--- src/rtl/mox_dwb_pkg.sv ---
// mox_dwb_pkg: shared encodings for the mox data-bus master and its lane steering.
// Holds access sizes, FSM states, big-endian byte-lane selects and the alignment check.
package mox_dwb_pkg;

  typedef enum logic [1:0] {
    SZ_BYTE = 2'b00,
    SZ_HALF = 2'b01,
    SZ_WORD = 2'b10,
    SZ_RSVD = 2'b11
  } size_e;

  typedef enum logic {
    IDLE = 1'b0,
    BUS  = 1'b1
  } state_e;

  // Lane bit 3 carries bits 31:24, so the lowest byte address maps to the MSB lane.
  localparam logic [3:0] SEL_B0 = 4'b1000;
  localparam logic [3:0] SEL_B1 = 4'b0100;
  localparam logic [3:0] SEL_B2 = 4'b0010;
  localparam logic [3:0] SEL_B3 = 4'b0001;
  localparam logic [3:0] SEL_H0 = 4'b1100;
  localparam logic [3:0] SEL_H1 = 4'b0011;
  localparam logic [3:0] SEL_W  = 4'b1111;

  function automatic logic is_misaligned(input size_e size, input logic [1:0] addr_lo);
    case (size)
      SZ_BYTE: is_misaligned = 1'b0;
      SZ_HALF: is_misaligned = addr_lo[0];
      SZ_WORD: is_misaligned = (addr_lo != 2'b00);
      default: is_misaligned = 1'b1;
    endcase
  endfunction

endpackage

--- src/rtl/mox_dwb_if.sv ---
// mox_dwb_if: Wishbone classic data-bus signal bundle (wb_D_*).
// The master modport drives the cycle; the slave modport returns data and ack.
interface mox_dwb_if;
  logic [31:0] wb_D_adr_o;
  logic [31:0] wb_D_dat_o;
  logic [3:0]  wb_D_sel_o;
  logic        wb_D_we_o;
  logic        wb_D_cyc_o;
  logic        wb_D_stb_o;
  logic [31:0] wb_D_dat_i;
  logic        wb_D_ack_i;

  modport master (
    output wb_D_adr_o, wb_D_dat_o, wb_D_sel_o, wb_D_we_o, wb_D_cyc_o, wb_D_stb_o,
    input  wb_D_dat_i, wb_D_ack_i
  );

  modport slave (
    input  wb_D_adr_o, wb_D_dat_o, wb_D_sel_o, wb_D_we_o, wb_D_cyc_o, wb_D_stb_o,
    output wb_D_dat_i, wb_D_ack_i
  );
endinterface

--- src/rtl/mox_dwb_lane.sv ---
// mox_dwb_lane: combinational big-endian byte-lane steering for sub-word accesses.
// Produces lane select and replicated store data, and extracts load data by lane select.
module mox_dwb_lane
  import mox_dwb_pkg::*;
(
  input  size_e       size,
  input  logic [1:0]  addr_lo,
  input  logic [31:0] st_data,
  input  logic [3:0]  rd_sel,
  input  logic [31:0] rd_word,
  output logic [3:0]  sel,
  output logic [31:0] st_lanes,
  output logic [31:0] rd_data
);

  always_comb begin
    sel = '0;
    case (size)
      SZ_BYTE: begin
        case (addr_lo)
          2'd0:    sel = SEL_B0;
          2'd1:    sel = SEL_B1;
          2'd2:    sel = SEL_B2;
          default: sel = SEL_B3;
        endcase
      end
      SZ_HALF: sel = addr_lo[1] ? SEL_H1 : SEL_H0;
      SZ_WORD: sel = SEL_W;
      default: sel = '0;
    endcase
  end

  // Replicating across all lanes lets the slave pick any lane without a shifter.
  always_comb begin
    st_lanes = st_data;
    case (size)
      SZ_BYTE: st_lanes = {4{st_data[7:0]}};
      SZ_HALF: st_lanes = {2{st_data[15:0]}};
      default: st_lanes = st_data;
    endcase
  end

  always_comb begin
    rd_data = '0;
    case (rd_sel)
      SEL_B0:  rd_data = {24'd0, rd_word[31:24]};
      SEL_B1:  rd_data = {24'd0, rd_word[23:16]};
      SEL_B2:  rd_data = {24'd0, rd_word[15:8]};
      SEL_B3:  rd_data = {24'd0, rd_word[7:0]};
      SEL_H0:  rd_data = {16'd0, rd_word[31:16]};
      SEL_H1:  rd_data = {16'd0, rd_word[15:0]};
      SEL_W:   rd_data = rd_word;
      default: rd_data = '0;
    endcase
  end

endmodule

--- src/rtl/mox_dwb_master.sv ---
// mox_dwb_master: Wishbone classic data-bus master turning load/store requests into single cycles.
// Optional macro DWB_TIMEOUT_EN aborts a cycle after TIMEOUT_CYCLES without wb_D_ack_i.
module mox_dwb_master
  import mox_dwb_pkg::*;
#(
  parameter int unsigned TIMEOUT_CYCLES = 255
) (
  input  logic        clk_i,
  input  logic        rst_i,
  input  logic        req_valid_i,
  output logic        req_ready_o,
  input  logic        req_we_i,
  input  logic [1:0]  req_size_i,
  input  logic [31:0] req_addr_i,
  input  logic [31:0] req_data_i,
  input  logic [3:0]  req_reg_i,
  output logic        ld_valid_o,
  output logic [31:0] ld_data_o,
  output logic [3:0]  ld_reg_o,
  output logic        err_o,
  output logic        stall_o,
  mox_dwb_if.master   wb
);

  if (TIMEOUT_CYCLES == 0 || TIMEOUT_CYCLES > 255) begin : g_bad_timeout
    $error("mox_dwb_master: TIMEOUT_CYCLES must be in 1..255");
  end

  state_e      state_q, state_d;
  size_e       req_size;
  logic        req_bad, accept, in_bus, ack;
  logic        start, finish, abort, timeout_hit;
  logic [31:0] adr_q, dat_q, ld_data_q;
  logic [3:0]  sel_q, reg_q, ld_reg_q;
  logic        we_q, ld_valid_q, err_q;
  logic [3:0]  lane_sel;
  logic [31:0] lane_st, lane_rd;

  assign req_size    = size_e'(req_size_i);
  assign req_bad     = is_misaligned(req_size, req_addr_i[1:0]);
  assign in_bus      = (state_q == BUS);
  assign ack         = wb.wb_D_ack_i;
  assign req_ready_o = ~in_bus & ~rst_i;
  assign accept      = req_valid_i & req_ready_o;
  // Combinational on req_valid_i so the write stage holds its request through the accept cycle.
  assign stall_o     = in_bus | (accept & ~req_bad);

  mox_dwb_lane u_lane (
    .size     (req_size),
    .addr_lo  (req_addr_i[1:0]),
    .st_data  (req_data_i),
    .rd_sel   (sel_q),
    .rd_word  (wb.wb_D_dat_i),
    .sel      (lane_sel),
    .st_lanes (lane_st),
    .rd_data  (lane_rd)
  );

`ifdef DWB_TIMEOUT_EN
  logic [7:0] wait_cnt_q;

  assign timeout_hit = (wait_cnt_q == 8'(TIMEOUT_CYCLES - 1));

  always_ff @(posedge clk_i or posedge rst_i) begin
    if (rst_i) begin
      wait_cnt_q <= '0;
    end else if (start) begin
      wait_cnt_q <= '0;
    end else if (in_bus && !ack) begin
      wait_cnt_q <= wait_cnt_q + 8'd1;
    end
  end
`else
  assign timeout_hit = 1'b0;
`endif

  always_ff @(posedge clk_i or posedge rst_i) begin
    if (rst_i) begin
      state_q <= IDLE;
    end else begin
      state_q <= state_d;
    end
  end

  // Ack takes priority over timeout when both land in the same cycle.
  always_comb begin
    state_d = state_q;
    start   = 1'b0;
    finish  = 1'b0;
    abort   = 1'b0;
    case (state_q)
      IDLE: begin
        if (accept && !req_bad) begin
          state_d = BUS;
          start   = 1'b1;
        end
      end
      BUS: begin
        if (ack) begin
          state_d = IDLE;
          finish  = 1'b1;
        end else if (timeout_hit) begin
          state_d = IDLE;
          abort   = 1'b1;
        end
      end
      default: state_d = IDLE;
    endcase
  end

  always_ff @(posedge clk_i or posedge rst_i) begin
    if (rst_i) begin
      adr_q      <= '0;
      dat_q      <= '0;
      sel_q      <= '0;
      we_q       <= 1'b0;
      reg_q      <= '0;
      ld_valid_q <= 1'b0;
      ld_data_q  <= '0;
      ld_reg_q   <= '0;
      err_q      <= 1'b0;
    end else begin
      ld_valid_q <= 1'b0;
      err_q      <= (accept & req_bad) | abort;
      if (start) begin
        adr_q <= {req_addr_i[31:2], 2'b00};
        dat_q <= lane_st;
        sel_q <= lane_sel;
        we_q  <= req_we_i;
        reg_q <= req_reg_i;
      end
      if (finish && !we_q) begin
        ld_valid_q <= 1'b1;
        ld_data_q  <= lane_rd;
        ld_reg_q   <= reg_q;
      end
    end
  end

  // Cycle/strobe follow the state register directly, so reset drops them asynchronously.
  assign wb.wb_D_cyc_o = in_bus;
  assign wb.wb_D_stb_o = in_bus;
  assign wb.wb_D_we_o  = in_bus & we_q;
  assign wb.wb_D_adr_o = adr_q;
  assign wb.wb_D_dat_o = dat_q;
  assign wb.wb_D_sel_o = sel_q;

  assign ld_valid_o = ld_valid_q;
  assign ld_data_o  = ld_data_q;
  assign ld_reg_o   = ld_reg_q;
  assign err_o      = err_q;

endmodule
--- src/flat_wrapper.sv ---
// flat-port wrapper written by rule: the top's interface ports become plain ports
module mox_dwb_master_flat import mox_dwb_pkg::*;
#(
  parameter int unsigned TIMEOUT_CYCLES = 255
)
  (clk_i, rst_i, req_valid_i, req_ready_o, req_we_i, req_size_i, req_addr_i, req_data_i, req_reg_i, ld_valid_o, ld_data_o, ld_reg_o, err_o, stall_o, wb_wb_D_adr_o, wb_wb_D_dat_o, wb_wb_D_sel_o, wb_wb_D_we_o, wb_wb_D_cyc_o, wb_wb_D_stb_o, wb_wb_D_dat_i, wb_wb_D_ack_i);
  mox_dwb_if wb_i ();
  input  logic clk_i;
  input  logic rst_i;
  input  logic req_valid_i;
  output logic req_ready_o;
  input  logic req_we_i;
  input  logic [1:0] req_size_i;
  input  logic [31:0] req_addr_i;
  input  logic [31:0] req_data_i;
  input  logic [3:0] req_reg_i;
  output logic ld_valid_o;
  output logic [31:0] ld_data_o;
  output logic [3:0] ld_reg_o;
  output logic err_o;
  output logic stall_o;
  output wire logic [$bits(wb_i.wb_D_adr_o)-1:0] wb_wb_D_adr_o;
  output wire logic [$bits(wb_i.wb_D_dat_o)-1:0] wb_wb_D_dat_o;
  output wire logic [$bits(wb_i.wb_D_sel_o)-1:0] wb_wb_D_sel_o;
  output wire logic [$bits(wb_i.wb_D_we_o)-1:0] wb_wb_D_we_o;
  output wire logic [$bits(wb_i.wb_D_cyc_o)-1:0] wb_wb_D_cyc_o;
  output wire logic [$bits(wb_i.wb_D_stb_o)-1:0] wb_wb_D_stb_o;
  input wire logic [$bits(wb_i.wb_D_dat_i)-1:0] wb_wb_D_dat_i;
  input wire logic [$bits(wb_i.wb_D_ack_i)-1:0] wb_wb_D_ack_i;
  assign wb_wb_D_adr_o = wb_i.wb_D_adr_o;
  assign wb_wb_D_dat_o = wb_i.wb_D_dat_o;
  assign wb_wb_D_sel_o = wb_i.wb_D_sel_o;
  assign wb_wb_D_we_o = wb_i.wb_D_we_o;
  assign wb_wb_D_cyc_o = wb_i.wb_D_cyc_o;
  assign wb_wb_D_stb_o = wb_i.wb_D_stb_o;
  assign wb_i.wb_D_dat_i = wb_wb_D_dat_i;
  assign wb_i.wb_D_ack_i = wb_wb_D_ack_i;
  mox_dwb_master #(.TIMEOUT_CYCLES(TIMEOUT_CYCLES)) u_core (.clk_i(clk_i), .rst_i(rst_i), .req_valid_i(req_valid_i), .req_ready_o(req_ready_o), .req_we_i(req_we_i), .req_size_i(req_size_i), .req_addr_i(req_addr_i), .req_data_i(req_data_i), .req_reg_i(req_reg_i), .ld_valid_o(ld_valid_o), .ld_data_o(ld_data_o), .ld_reg_o(ld_reg_o), .err_o(err_o), .stall_o(stall_o), .wb(wb_i));
endmodule
--- config.mk ---
export PLATFORM = sky130hd
export DESIGN_NAME = mox_dwb_master_flat
export DESIGN_NICKNAME = d
export VERILOG_FILES = /design/src/rtl/mox_dwb_pkg.sv /design/src/rtl/mox_dwb_if.sv /design/src/rtl/mox_dwb_lane.sv /design/src/rtl/mox_dwb_master.sv /design/src/flat_wrapper.sv
export SDC_FILE = /design/constraint.sdc
export NUM_CORES = 1
export LEC_CHECK = 0
export CAP_MARGIN = 20
export CORE_ASPECT_RATIO = 1.75
export CORE_MARGIN = 2
export CORE_UTILIZATION = 38
export DETAILED_ROUTE_END_ITERATION = 8
export PLACE_DENSITY_LB_ADDON = 0.12
export SLEW_MARGIN = 0
export SYNTH_ARGS = -nofsm -noshare
export SYNTH_HDL_FRONTEND = slang
export SYNTH_SLANG_ARGS = --single-unit
--- constraint.sdc ---
create_clock -name clk_i -period 3.3 [get_ports clk_i]
set_input_delay 0.66 -clock clk_i [delete_from_list [all_inputs] [get_ports clk_i]]
set_output_delay 0.66 -clock clk_i [all_outputs]
set_load 0.01 [all_outputs]
======== Yosys cells after proc, flatten, opt, wreduce, memory -nomap -nowiden ========
Cells that the tools add are included.
cells by class
  equal/unequal tests ..................... 11
  muxes and demuxes ....................... 13
  bitwise logic cells ..................... 9
  reductions and logical operators ........ 7
operators by type and width
  operator              count
  $pmux W32 S7          1
  $pmux W32 S2          1
  $pmux W4 S3           2
  $eq A4 B4 Y1 const B  3
  $eq A4 B2 Y1 const B  2
  $mux W1               6
  $and A1 B1 Y1         5
  $eq A2 B1 Y1 const B  2
  $eq A2 B2 Y1 const B  2
  $eq A4 B1 Y1 const B  1
  $eq A4 B3 Y1 const B  1
  $logic_not A2 Y1      2
  $mux W4               1
  $not A1 Y1            3
  $pmux W1 S3           1
  $logic_and A1 B1 Y1   2
  $logic_not A1 Y1      2
  $pmux W1 S2           1
  $reduce_bool A2 Y1    1
  $or A1 B1 Y1          1
storage, ports and cells
  bits in registers ....................... 110
  input port bits ......................... 107
  output and inout bits ................... 111
  logic and storage cells ................. 50

======== Longest topological paths before layout ========
  depth after elaboration ................. 6
  depth in mapped cells ................... 7
  mapped depth without buffers ............ 5

======== Modules after synthesis ========
Synthesis repeated with hierarchy kept, for this count alone.
unflattened totals
  cells, all modules ...................... 387
  area, all modules ....................... 5482.8 um^2
by module, submodules not included
  module          times used  cells each  area each (um^2)  seq. area each (um^2)
  mox_dwb_master  1           245         4443.0            2752.6
  mox_dwb_lane    1           142         1039.7            0.0

======== Least setup slack after synthesis ========
No wires, ideal clock.
  kind .................................... in2out
  start point ............................. in req_size_i[0]
  end point ............................... out stall_o
  data arrival time ....................... 1495 ps
  required time ........................... 2640 ps
  slack ................................... 1145 ps
  cell stages on the path ................. 6
  path buffers ............................ 3
  cells stage by stage .................... buf_6 nor3_4 o21ai_2 buf_6 buf_4 nand2_1
between the ends
  word-level cells in the longest chain between the ends .. 5
  elaborated cells between the ends (all ways) .. 7
  classes of those cells .................. eq/ne: 2; mux: 1; bitwise: 3; reduce/logical: 1
ends and longest elaborated chain
  item                                        RTL line              RTL
  start: declaration                          flat_wrapper.sv:13    input logic [1:0] req_size_i;
  $eq A2 B2 Y1, or another cell as far along  mox_dwb_pkg.sv:27     case (size)
  $pmux W1 S3 *                               mox_dwb_pkg.sv:27
  $not A1 Y1 *                                mox_dwb_master.sv:46  assign stall_o = in_bus | (accept & ~req_bad);
  $and A1 B1 Y1 *                             mox_dwb_master.sv:46
  $or A1 B1 Y1 *                              mox_dwb_master.sv:46
  end: declaration                            flat_wrapper.sv:21    output logic stall_o;
Mark *: on every way between the ends. The rest lies on a longest branch, timed or not.

======== Worst setup path after layout ========
  start point ............................. in rst_i
  end point ............................... out stall_o
between the ends
  word-level cells in the longest chain between the ends .. 5
ends and longest elaborated chain
  item                RTL line              RTL
  start: declaration  flat_wrapper.sv:9     input logic rst_i;
  $not A1 Y1          mox_dwb_master.sv:43  assign req_ready_o = ~in_bus & ~rst_i;
  $and A1 B1 Y1       mox_dwb_master.sv:43
  $and A1 B1 Y1       mox_dwb_master.sv:44  assign accept = req_valid_i & req_ready_o;
  $and A1 B1 Y1       mox_dwb_master.sv:46
  $or A1 B1 Y1        mox_dwb_master.sv:46
Every way passes these cells.

==> summary.txt <==
Critical path
  – Crit. End Element: output port
  – R2R cell count: 4
  – Worst flop-to-flop path endpoint: u_core.ld_data_o[15]
  – CP arrival: approximately 2300 ps
  – Critical path class: input port to output port
  – RR Startpoint: u_core.wb.wb_D_sel_o[2]
  – CP Launch Type: input port
  – Worst path required time: 2640 ps
  – FF-to-FF setup slack: about 1200 ps
  – CP Max Fanout: 4

Min path
  – Hold path endpoint: u_core.ld_reg_o[2]
  – Worst hold path stage count: 2
  – Min-delay worst type: flip-flop to flip-flop
  – Hold wc startpoint: u_core.reg_q[2]

Synthesis
  – Sequential area share after synthesis: 55.1%
  – Top FF cell, synth: dfrtp_1
  – Post-synth EDFFs: 0
  – Largest area contributor in the netlist: dfrtp_1
  – Most common cell in the netlist: dfrtp_1
  – Yosys top cell area share: between 50% and 60%
  – Avg Cell Area, Syn: roughly 12 um2
  – Post-synthesis async set-or-reset flop share: between 90% and 100%
  – Synth top area cells: dfrtp_1 55%, mux2_4 12%, mux2i_1 4.8%
  – Yosys warns: 0
  – Synth top cells by count: 110 x dfrtp_1, 46 x nand2_1, 40 x mux2_4, 33 x nor2_1, 30 x o21ai_0
  – Cells after synthesis: roughly 410
  – Register bit total from synthesis: 110
  – Distinct cells, synth: 38
  – Post-synthesis instance area: roughly 5000 um2

Timing
  – Max Fclk: approximately 340 MHz
  – Final Slew Violations: 0
  – Final setup TNS: 0 ps
  – Setup violators final: 0
  – Final hold violations: 0
  – RSZ-0062 raised after global routing: false
  – Clk_skew: 6.39 ps
  – Hold Slack: a little under 500 ps
  – Worst slew margin: approximately 53%
  – Period utilization: ~90%
  – Worst-Margin Slew: ~700 ps
  – Min Tclk post-route: ~3000 ps

Clock tree
  – CTS tree: built
  – # resized after CTS: 0
  – TritonCTS Buffers: 9
  – CTS Hold Buffers Added: 0
  – Worst-Skew Late Latency: about 350 ps
  – Clock Tree Buf Depth: 2
  – CTS clk-pin slew, worst paths: 80 ps
  – H-tree Lvls: 3
  – Clock Sinks: 110
  – Postcts setup bufs: 0
  – Clk root buf: clkbuf_16

Route
  – Iteration-0 DRC Markers: ~120
  – Wire per inst: between 15 and 20 um
  – Vias per inst: around 5.1
  – First drt pass iteration count: 4
  – DR vias: 4001
  – Final antenna-violating net count: 0
  – DRC viols: 0
  – WL final: around 15000 um

Finish
  – Share of cells above drive strength 1: approximately an eighth
  – Fillers: around 1100
  – # diodes: 0
  – Post-layout nets: around 720
  – Layout area overhead: 50.1%

Floorplan
  – DIE HEIGHT: roughly 160 um
  – Initial Util: 38.8%
  – # IOs: 218
  – Placement Rows: 55
  – Core ar.: 12900 um2
  – Die Wd: just over 90 um
  – Die Area: between 10000 and 15000 um2

Global routing
  – Initial antenna violation count: 0
  – First-pass GRT wire length: around 24000 um
  – Remaining global-route overflow: 0
  – Largest net degree at the start of global routing: a little over 90
  – GR Util All Layers: 21.5%
  – Vias in the first global route: about 4200

Pwr
  – Peak VDD IR: between 0.3 and 0.4 mV
  – PwrDens: 612 nW/um2
  – Lkg Pwr: approximately 3.3 nW

Placed design
  – Global placer's final weighted congestion: 0.902
  – Buffers on Ports: ~220
  – DP Wirelength: roughly 11000 um

Status
  – Outcome: finished, final reports clean

Flow run
  – Max cap viols: 0
==> critical path, stage by stage <==
cell             delay [ps]
clkdlybuf4s50_1         500
nor3b_2                 390
o21ai_4                 120
nand2_1                 100
clkdlybuf4s50_1         540
==> where the power goes <==
part	internal, W	switching (W)	leakage (nW)
Sequential	0.00169	0.000216	1.35
Combinational	0.00100	0.000639	1.83
Clock	0.000523	0.000518	0.136
Total	0.00322	0.00137	3.32
==> how the worst max path moves through the flow <==
| stage | from | end |
|---|---|---|
| floorplan | req_size_i[0] | stall_o |
| global placement | req_addr_i[0] | stall_o |
| detailed placement | rst_i | stall_o |
| CTS | rst_i | stall_o |
| global route | rst_i | stall_o |
| finish | rst_i | stall_o |
==> per-layer routing <==
layer / vias up / share of wire (%) / GRT usage [%] / wire, um
li1: 1855 / - / - / -
met4: 0 / 2.7 / 7.69 / 405
met1: 1952 / 36 / 24.2 / 5410
met5: - / 0 / 0 / 0
met2: 172 / 54 / 38.9 / 8180
met3: 22 / 7.5 / 5.41 / 1130
==> cells by family (layout without fill, tap and decap cells) <==
family                    count (synthesis)  in the layout  synth area share [%]
xor gates and xnor gates                  1              1                 0.175
muxes                                    67             67                  17.5
AOI/OAI and AO/OA                       101            101                  13.8
and+or+nand+nor                          95             95                  8.44
DFF                                     110            110                  55.1
buffers and inverters                    34            240                  4.91
other                                     1              2                0.0751
==> area by class of cell <==
class                      instances  area (um2)  area share, %
clock buffer                       9         225           3.00
clock inverter                     6        56.3          0.751
inverter                           4        18.8          0.250
multi-input combinational        266        2010           26.8
sequential                       110        2750           36.7
tap                              171         214           2.85
timing repair buffer             221        2220           29.6
==> cell usage in the layout, fill, tap and decap left out, drive strengths merged <==
cell type      synthesis  final
a221oi                 8      8
a21oi                 25     25
a22o                  24     24
buf                   22      6
nand2                 46     46
mux2                  43     43
nand2b                 1      1
clkinv                 0      3
a32oi                  8      8
clkbuf                 8      9
a211o                  1      1
inv                    4      5
dfrtp                110    110
conb                   1      2
or2                    1      1
clkdlybuf4s50          0    215
xor2                   1      1
o211ai                 1      1
nor2                  36     36
nor3                   3      3
nand4                  1      1
clkinvlp               0      2
nor2b                  2      2
o21ai                 31     31
mux2i                 24     24
o311ai                 2      2
and3                   1      1
o31ai                  1      1
and2                   2      2
nor3b                  2      2
==> metrics by stage <==
step	instances	instance area, um2	total power [W]	util (%)	setup WS (ps)
floorplan	410	5000	0.00260	-	1140
global placement	772	7220	0.00355	56.1	376
detailed placement	772	7220	0.00359	56.1	339
CTS	787	7500	0.00465	58.3	330
global route	787	7500	0.00483	58.3	281
finish	787	7500	0.00459	58.3	333
==> state kept, by name (all words and copies together), names as in the netlist <==
name	flops
u_core.err_o	1
u_core.ld_data_o	32
u_core.ld_reg_o	4
u_core.ld_valid_o	1
u_core.reg_q	4
u_core.wb.wb_D_adr_o	30
u_core.wb.wb_D_cyc_o	1
u_core.wb.wb_D_dat_o	32
u_core.wb.wb_D_sel_o	4
u_core.we_q	1
Power figures use the tool's default switching activity.
